$ cat config.mk
export PLATFORM = sky130hd
export DESIGN_NAME = bram_req_port
export DESIGN_NICKNAME = d
export VERILOG_FILES = /design/src/rtl/bram_req_port.sv
export SDC_FILE = /design/constraint.sdc
export NUM_CORES = 1
export LEC_CHECK = 0
export ABC_AREA = 1
export BUFFER_PORTS_ARGS = -buffer_cell sky130_fd_sc_hd__buf_2
export CAP_MARGIN = 5
export CORE_ASPECT_RATIO = 1.5
export CORE_UTILIZATION = 30
export DETAILED_ROUTE_END_ITERATION = 12
export HOLD_SLACK_MARGIN = 0.1
export PLACE_DENSITY_LB_ADDON = 0.05
export SYNTH_ARGS = -nofsm -noshare
export SYNTH_HDL_FRONTEND = slang
export SYNTH_SLANG_ARGS = --single-unit
$ cat constraint.sdc
create_clock -name clk -period 1.12 [get_ports clk]
set_input_delay 0.056 -clock clk [delete_from_list [all_inputs] [get_ports clk]]
set_output_delay 0.056 -clock clk [all_outputs]
set_load 0.01 [all_outputs]
$ cat src/rtl/bram_req_port.sv
// Request port toward the BRAM controller: owns the registered valid/addr/
// wdata/wstrb, reports the ready handshake and drops valid right after it,
// which produces the idle gap cycle. With BRAM_SELF_TEST_TIMEOUT_EN defined
// it also runs a watchdog on each outstanding request.
module bram_req_port #(
    parameter int TIMEOUT_CYCLES = 255
) (
    input  logic        clk,
    input  logic        reset_n,
    input  logic        issue,
    input  logic [31:0] issue_addr,
    input  logic [31:0] issue_wdata,
    input  logic [3:0]  issue_wstrb,
    output logic        ack,
    output logic        tmo,
    output logic        mem_valid,
    input  logic        mem_ready,
    output logic [31:0] mem_addr,
    output logic [31:0] mem_wdata,
    output logic [3:0]  mem_wstrb
);

    logic        valid_q, valid_d;
    logic [31:0] addr_q,  addr_d;
    logic [31:0] wdata_q, wdata_d;
    logic [3:0]  wstrb_q, wstrb_d;

    // ready is only meaningful while a request is outstanding
    assign ack = valid_q & mem_ready;

`ifdef BRAM_SELF_TEST_TIMEOUT_EN
    localparam logic [31:0] WDOG_LAST = 32'(TIMEOUT_CYCLES - 1);

    logic [31:0] wdog_q, wdog_d;
    logic        tmo_s;

    // Count stalled cycles of the current request; fire on the last allowed one
    always_comb begin
        wdog_d = wdog_q;
        tmo_s  = 1'b0;
        if (issue) begin
            wdog_d = 32'd0;
        end else if (valid_q && !mem_ready) begin
            if (wdog_q == WDOG_LAST) begin
                tmo_s = 1'b1;
            end else begin
                wdog_d = wdog_q + 32'd1;
            end
        end else begin
            wdog_d = wdog_q;
        end
    end

    // Watchdog counter register
    always_ff @(posedge clk or negedge reset_n) begin
        if (!reset_n) begin
            wdog_q <= 32'd0;
        end else begin
            wdog_q <= wdog_d;
        end
    end

    assign tmo = tmo_s;
`else
    assign tmo = 1'b0;
`endif

    // Load a new request, or retire it on handshake / watchdog expiry
    always_comb begin
        valid_d = valid_q;
        addr_d  = addr_q;
        wdata_d = wdata_q;
        wstrb_d = wstrb_q;
        if (issue) begin
            valid_d = 1'b1;
            addr_d  = issue_addr;
            wdata_d = issue_wdata;
            wstrb_d = issue_wstrb;
        end else if (ack || tmo) begin
            valid_d = 1'b0;
        end else begin
            valid_d = valid_q;
        end
    end

    // Request registers; an in-flight request is abandoned on reset
    always_ff @(posedge clk or negedge reset_n) begin
        if (!reset_n) begin
            valid_q <= 1'b0;
            addr_q  <= 32'd0;
            wdata_q <= 32'd0;
            wstrb_q <= 4'b0000;
        end else begin
            valid_q <= valid_d;
            addr_q  <= addr_d;
            wdata_q <= wdata_d;
            wstrb_q <= wstrb_d;
        end
    end

    assign mem_valid = valid_q;
    assign mem_addr  = addr_q;
    assign mem_wdata = wdata_q;
    assign mem_wstrb = wstrb_q;

endmodule

== Word-level counts from Yosys, hierarchy flattened ==
Cells that the tools add are included.
Word-level totals
  bits in registers: 69
  bits in latches: 0
  RAM bits: 0
  ROM bits: 0
  bits of input ports: 72
  output and inout port bits: 71
  word-level logic and storage cells: 8
  memories kept: 0
Cells by class
  $add $sub $neg: 0
  $mul: 0
  div/mod/pow operators: 0
  magnitude comparators: 0
  eq/ne operators: 0
  shift-type cells: 0
  mux-type cells: 2
  bitwise logic cells: 1
  reduce and logical (&&, ||, !) cells: 1
Operators with widths (number)
  $mux 1: 2
  $reduce_bool 2->1: 1
  $and 1x1->1: 1

== Logic depth before layout (Yosys ltp) ==
Gate-level depths: netlist of the first run.
  word-level depth: 3
  mapped depth: 6
  mapped depth without buffers: 3

== Least setup slack after synthesis of the first run ==
Ideal clock, no wire load.
  path kind: input to register
  start: input port issue
  end: register addr_q[10], in the netlist mem_addr[10]
  library setup time: 117 ps
  arrival: 567 ps
  setup slack: 436 ps
  stages: 5
  path through: buf_4 -> buf_4 -> buf_6 -> nand2_1 -> nand2_1
RTL lines
  start, declared: RTL line 10  | input logic issue,
  end signal, assigned: RTL line 95  | addr_q <= addr_d;
  end, declared: RTL line 24  | logic [31:0] addr_q, addr_d;

== Worst setup path after layout of the first run ==
  start: register valid_q, in the netlist mem_valid
  end: output port ack
On the way
  word-level cells in the longest chain between the ends: 1
RTL lines
  start, declared: RTL line 23  | logic valid_q, valid_d;
  start signal, assigned: RTL line 94  | valid_q <= valid_d;
  $and 1x1->1: RTL line 29  | assign ack = valid_q & mem_ready;
  end, declared: RTL line 14  | output logic ack,
No other way between the ends.

==> flow_metrics.py, run 1 <==
metrics = {
    "setup_path": {
        "startpoint_type": "flip-flop",
        "critical_path.max_fanout": 3,
        "path_class": "reg2out",
        "required_ns": 1.06,
        "critical_path.startpoint": "mem_valid",
        "crit_path_top_delay_cell": "dfrtp_1",
        "regToRegSetupSlack_ns": 0.51,
        "worst-path-stages": 3,
        "crit_end": "ack",
        "r2r_start": "mem_valid",
        "crit_path_end_kind": "primary output",
        "slowest_delay_ns": 0.38,
        "cp_top_family": "flip-flops",
        "worstPathCellList": "nand2_1 > inv_1 > buf_2",
        "crit_arrival_ns": 0.92,
        "worstRegToRegCells": 2,
        "r2r-end": "mem_valid",
        "cp.buffers_inverters": 2,
    },
    "clock_tree": {
        "h-tree-depth": 3,
        "cts_tree": "done",
        "cts_setup_buffers": 0,
        "clkTransAtPathRegs_ns": 0.05,
        "cts_buffer_depth": 2,
        "clock-sinks": 69,
        "cts.root.buffer_cell": "clkbuf_16",
        "clock_latency_ns": 0.32,
        "cts_buffers": 9,
    },
    "pwr": {
        "power.share.combinational": 0.148,
        "p_switching_mw": 1.607,
        "switching_share": 0.2330,
        "clock_power_share": 0.441,
        "p_leak_nw": 2.519,
        "peakVddDrop_mv": 0.7697,
        "powerDensity_nw_per_um2": 1552,
        "sequentialPowerShare": 0.410,
        "intPower_mw": 5.289,
    },
    "timing": {
        "rsz0062_at_grt": "false",
        "setup_viol": 0,
        "fmax_mhz": 1021,
        "hold_viol_final": 0,
        "fin_crit_sh": 0.8747,
        "slew_violations": 0,
        "hold_slack_ns": 0.2452,
        "min_period_ns": 0.9796,
        "worst_clock_skew_ns": 0,
        "setup_tns_ns": 0,
    },
    "yosys": {
        "synth_area_leaders": "dfrtp_1 66%, nand2_1 30%, buf_2 1.7%, buf_6 1.7%, buf_4 0.86%",
        "syn_inst": 296,
        "synth_area_sq_um": 2634,
        "ys_ff_latch": 69,
        "yosysTopAreaCellShare": 0.6556,
        "yosysUniqueCellTypes": 8,
        "ys.warnings.count": 0,
        "syn_area_per_cell_sq_um": 8.898,
        "synth_nets": 368,
        "ys_seq_area_frac": 0.6556,
        "synth_top_area_cell": "dfrtp_1",
    },
    "cells_and_area": {
        "final_nets": 578,
        "multi_input_area_sq_um": 780.7,
        "most-common-layout-cells": "207 x nand2_1, 141 x buf_2, 70 x dlygate4sd3_1, 69 x dfrtp_1, 9 x clkbuf_16",
        "regArea_sq_um": 1727,
        "fill_cells": 850,
        "drive_above_1_share": 0.3151,
        "layout_commonest_cell": "nand2_1",
        "syn2layout_area_growth_pct": 68.69,
        "diodes": 0,
    },
    "job": {
        "drv_cap": 0,
    },
    "detailed_routing": {
        "drt_iter0_markers": 135,
        "firstDrtPassIters": 4,
        "vias_per_cell": 4.117,
        "drtAntennaViolNets": 0,
        "drt-total-wl_microns": 6980,
        "num_vias": 2544,
        "drc": 0,
        "avgRoutedWirePerCell_microns": 11.29,
    },
    "floorplan": {
        "die_area_sq_um": 9166,
        "io_pins": 143,
        "rows": 41,
        "die_h_microns": 116.8,
        "start_util": 0.3112,
        "core-area_sq_um": 8464,
        "dieWidth_microns": 78.51,
    },
    "place": {
        "place_hpwl_microns": 4272,
        "routabilityCongestion": 0.6961,
        "io_buffers": 141,
    },
    "global_route": {
        "grt_util_all_layers": 0.1607,
        "antenna_found_initial": 0,
        "grt_pass1_vias": 2404,
        "grt_pass1_wl_microns": 11160,
        "grt_max_degree": 70,
        "gr-total-overflow": 0,
    },
    "outcome": {
        "status": "complete, no violations",
    },
    "min_path": {
        "min_path_type": "in2reg",
    },
}
worst min path at each step:
| stage | from | to | slack, ns | depth (start not counted) |
|---|---|---|---|---|
| after floorplan | reset_n | mem_addr[0] | -0.24 | 0 |
| after global placement | reset_n | mem_addr[25] | 0.12 | 2 |
| after detailed placement | reset_n | mem_addr[25] | 0.11 | 2 |
| after CTS | issue | mem_valid | 0.24 | 4 |
| after global routing | issue | mem_wdata[15] | 0.27 | 5 |
| final | issue | mem_wdata[24] | 0.25 | 5 |
registers in the layout (all words and copies together), names as in the netlist:
name and cells:
mem_addr 32, mem_valid 1, mem_wdata 32, mem_wstrb 4
tightest hold or removal path, stage by stage:
cell	delay, ns
buf_2	0.12
inv_4	0.04
buf_12	0.19
nand2_1	0.09
nand2_1	0.04
stage by stage:
step	area (sq um)	std cells	worst slack [ns]	total power, mW	utilization
floorplan	2634	296	0.4363	3.259	-
global placement	3416	532	0.3425	3.717	0.4035
detailed placement	3416	532	0.3196	3.724	0.4035
CTS	4443	618	0.1148	7.036	0.5249
global route	4443	618	0.07853	7.279	0.5249
finish	4443	618	0.1404	6.896	0.5249
Yosys cell counts:
cell and n:
buf_6 4, inv_4 1, dfrtp_1 69, conb_1 1, buf_4 3, inv_1 2, buf_2 9, nand2_1 207
area by class of cell:
type,instances,area share
flip-flops and latches,69,0.3886
repair buffers,215,0.3289
multi-input cells,208,0.1757
clock buffers,12,0.05773
well taps,107,0.03013
clock inverters,4,0.01577
inverters,3,0.003098
cells by family (layout without fill, tap and decap cells):
group / count (synthesis) / after routing / synth area share
simple gates: 207 / 207 / 0.2950
flops: 69 / 69 / 0.6556
buf+inv: 19 / 234 / 0.04798
other cells: 1 / 1 / 0.001424
per-layer routing:
metal	track usage	up-vias	wire, microns
li1	-	1295	-
met3	0.05000	11	439
met2	0.2643	95	3447
met1	0.1888	1143	2971
met5	0	-	0
met4	0.08148	0	122
power groups by stage:
| stage | clock [mW] | combinational (mW) | sequential (mW) |
|---|---|---|---|
| after floorplan | 0 | 0.281 | 2.98 |
| after global placement | 0 | 0.850 | 2.87 |
| after detailed placement | 0 | 0.856 | 2.87 |
| after CTS | 3.16 | 1.04 | 2.83 |
| after global routing | 3.28 | 1.14 | 2.86 |
| final | 3.04 | 1.02 | 2.83 |
repair_timing:
action / 4_1_cts / 5_1_grt
resized for setup: 0 / 0
hold endpoints to repair: 138 / 0
setup endpoints to repair: 0 / 0
hold buffers: 70 / 0
Power figures use the tool's default switching activity.
==> run 2: changes to the inputs <==
- PLACE_DENSITY: unset -> 0.7
- PLACE_DENSITY_LB_ADDON: 0.05 -> unset
==> flow_metrics.py, run 2 (same netlist as run 1, synthesis figures left out) <==
metrics = {
    "outcome": {
        "status": "complete, no violations",
    },
    "floorplan": {
        "dieWidth_microns": 78.51,
        "io_pins": 143,
        "core-area_sq_um": 8464,
        "die_area_sq_um": 9166,
        "die_h_microns": 116.8,
        "rows": 41,
        "start_util": 0.3112,
    },
    "timing": {
        "rsz0062_at_grt": "false",
        "hold_viol_final": 0,
        "fmax_mhz": 955.9,
        "fin_crit_sh": 0.9340,
        "worst_clock_skew_ns": 0,
        "setup_viol": 0,
        "setup_tns_ns": 0,
        "min_period_ns": 1.046,
        "slew_violations": 0,
    },
    "detailed_routing": {
        "avgRoutedWirePerCell_microns": 11.67,
        "num_vias": 2604,
        "drt_iter0_markers": 115,
        "firstDrtPassIters": 5,
        "drt-total-wl_microns": 7244,
        "vias_per_cell": 4.193,
        "drc": 0,
        "drtAntennaViolNets": 0,
    },
    "place": {
        "routabilityCongestion": 0.7245,
        "io_buffers": 141,
        "place_hpwl_microns": 4488,
    },
    "pwr": {
        "sequentialPowerShare": 0.418,
        "p_switching_mw": 1.604,
        "powerDensity_nw_per_um2": 1519,
        "peakVddDrop_mv": 0.9821,
        "power.share.combinational": 0.154,
        "clock_power_share": 0.428,
        "intPower_mw": 5.176,
        "p_leak_nw": 2.529,
        "switching_share": 0.2366,
        "finalPower_mw": 6.780,
    },
    "clock_tree": {
        "cts_setup_buffers": 0,
        "cts_tree": "done",
        "cts_buffer_depth": 2,
        "ctsHoldBuffers": 71,
        "cts_buffers": 9,
        "clock-sinks": 69,
        "cts-resized-gates": 0,
        "clock_latency_ns": 0.32,
        "h-tree-depth": 3,
        "clkTransAtPathRegs_ns": 0.05,
        "cts.root.buffer_cell": "clkbuf_16",
    },
    "setup_path": {
        "required_ns": 1.38,
        "worstPathCellList": "dlygate4sd3_1 > buf_2 > inv_4 > buf_12 > nand2_1 > nand2_1",
        "crit_path_end_kind": "flip-flop",
        "cp_top_family": "buffers and inverters",
        "cp_common_cell": "nand2_1",
        "crit_arrival_ns": 1.31,
        "crit_path_top_delay_cell": "dlygate4sd3_1",
        "cp.buffers_inverters": 4,
        "startpoint_type": "input pin",
        "path_class": "in2reg",
        "critical_path.max_fanout": 69,
        "slowest_delay_ns": 0.54,
    },
    "global_route": {
        "gr-total-overflow": 0,
        "grt_max_degree": 70,
        "grt_pass1_vias": 2572,
        "grt_util_all_layers": 0.1649,
        "antenna_found_initial": 0,
        "grt_pass1_wl_microns": 11430,
    },
    "cells_and_area": {
        "most-common-layout-cells": "207 x nand2_1, 141 x buf_2, 71 x dlygate4sd3_1, 69 x dfrtp_1, 9 x clkbuf_16",
        "syn2layout_area_growth_pct": 69.41,
        "diodes": 0,
        "layout_commonest_cell": "nand2_1",
        "drive_above_1_share": 0.3152,
        "final_nets": 581,
    },
    "job": {
        "drv_cap": 0,
    },
    "min_path": {
        "min_path_type": "in2async",
    },
}
[run 2: power groups by stage]
stage          combinational, mW  clock [mW]  sequential [mW]
4_1_cts                     1.04        3.01             2.83
3_3_place_gp               0.837           0             2.87
3_5_place_dp               0.856           0             2.87
2_1_floorplan              0.281           0             2.98
5_1_grt                     1.17        3.12             2.86
6_report                    1.05        2.90             2.84
[run 2: worst paths after layout]
| check | from | cells after the start | slack (ns) | to |
|---|---|---|---|---|
| max in group asynchronous | reset_n | 3 | 0.40 | mem_addr[2] |
| worst max register to register | mem_wdata[28] | 2 | 0.49 | mem_wdata[28] |
| worst min-delay path | reset_n | 2 | 0.22 | mem_wdata[27] |
| worst max-delay path | issue | 6 | 0.07 | mem_wdata[22] |
| min in group clk | mem_wdata[10] | 2 | 0.46 | mem_wdata[10] |
| worst min register to register | mem_wdata[10] | 2 | 0.46 | mem_wdata[10] |
[run 2: final cells by class]
class	instances	area, sq um
clock inverters	5	75.07
fillers	761	4003
inverters	3	13.76
flip-flops and latches	69	1727
repair buffers	218	1499
multi-input cells	208	780.7
well taps	107	133.9
clock buffers	11	232.7
[run 2: metrics by stage]
step	hold slack (ns)	instances	worst slack, ns	instance area [sq um]	utilization
floorplan	-0.2396	296	0.4363	2634	-
global placement	0.01193	534	0.3635	3443	0.4068
detailed placement	0.01354	534	0.3224	3443	0.4068
CTS	0.2104	621	0.1005	4462	0.5271
global route	0.2562	621	0.02355	4462	0.5271
finish	0.2168	621	0.07389	4462	0.5271
[run 2: metal layers]
metal,wire [microns],vias to the layer above,GRT usage
li1,-,1303,-
met1,2980,1193,0.1820
met2,3753,96,0.2846
met3,393,12,0.05547
met4,117,0,0.07778
met5,0,-,0
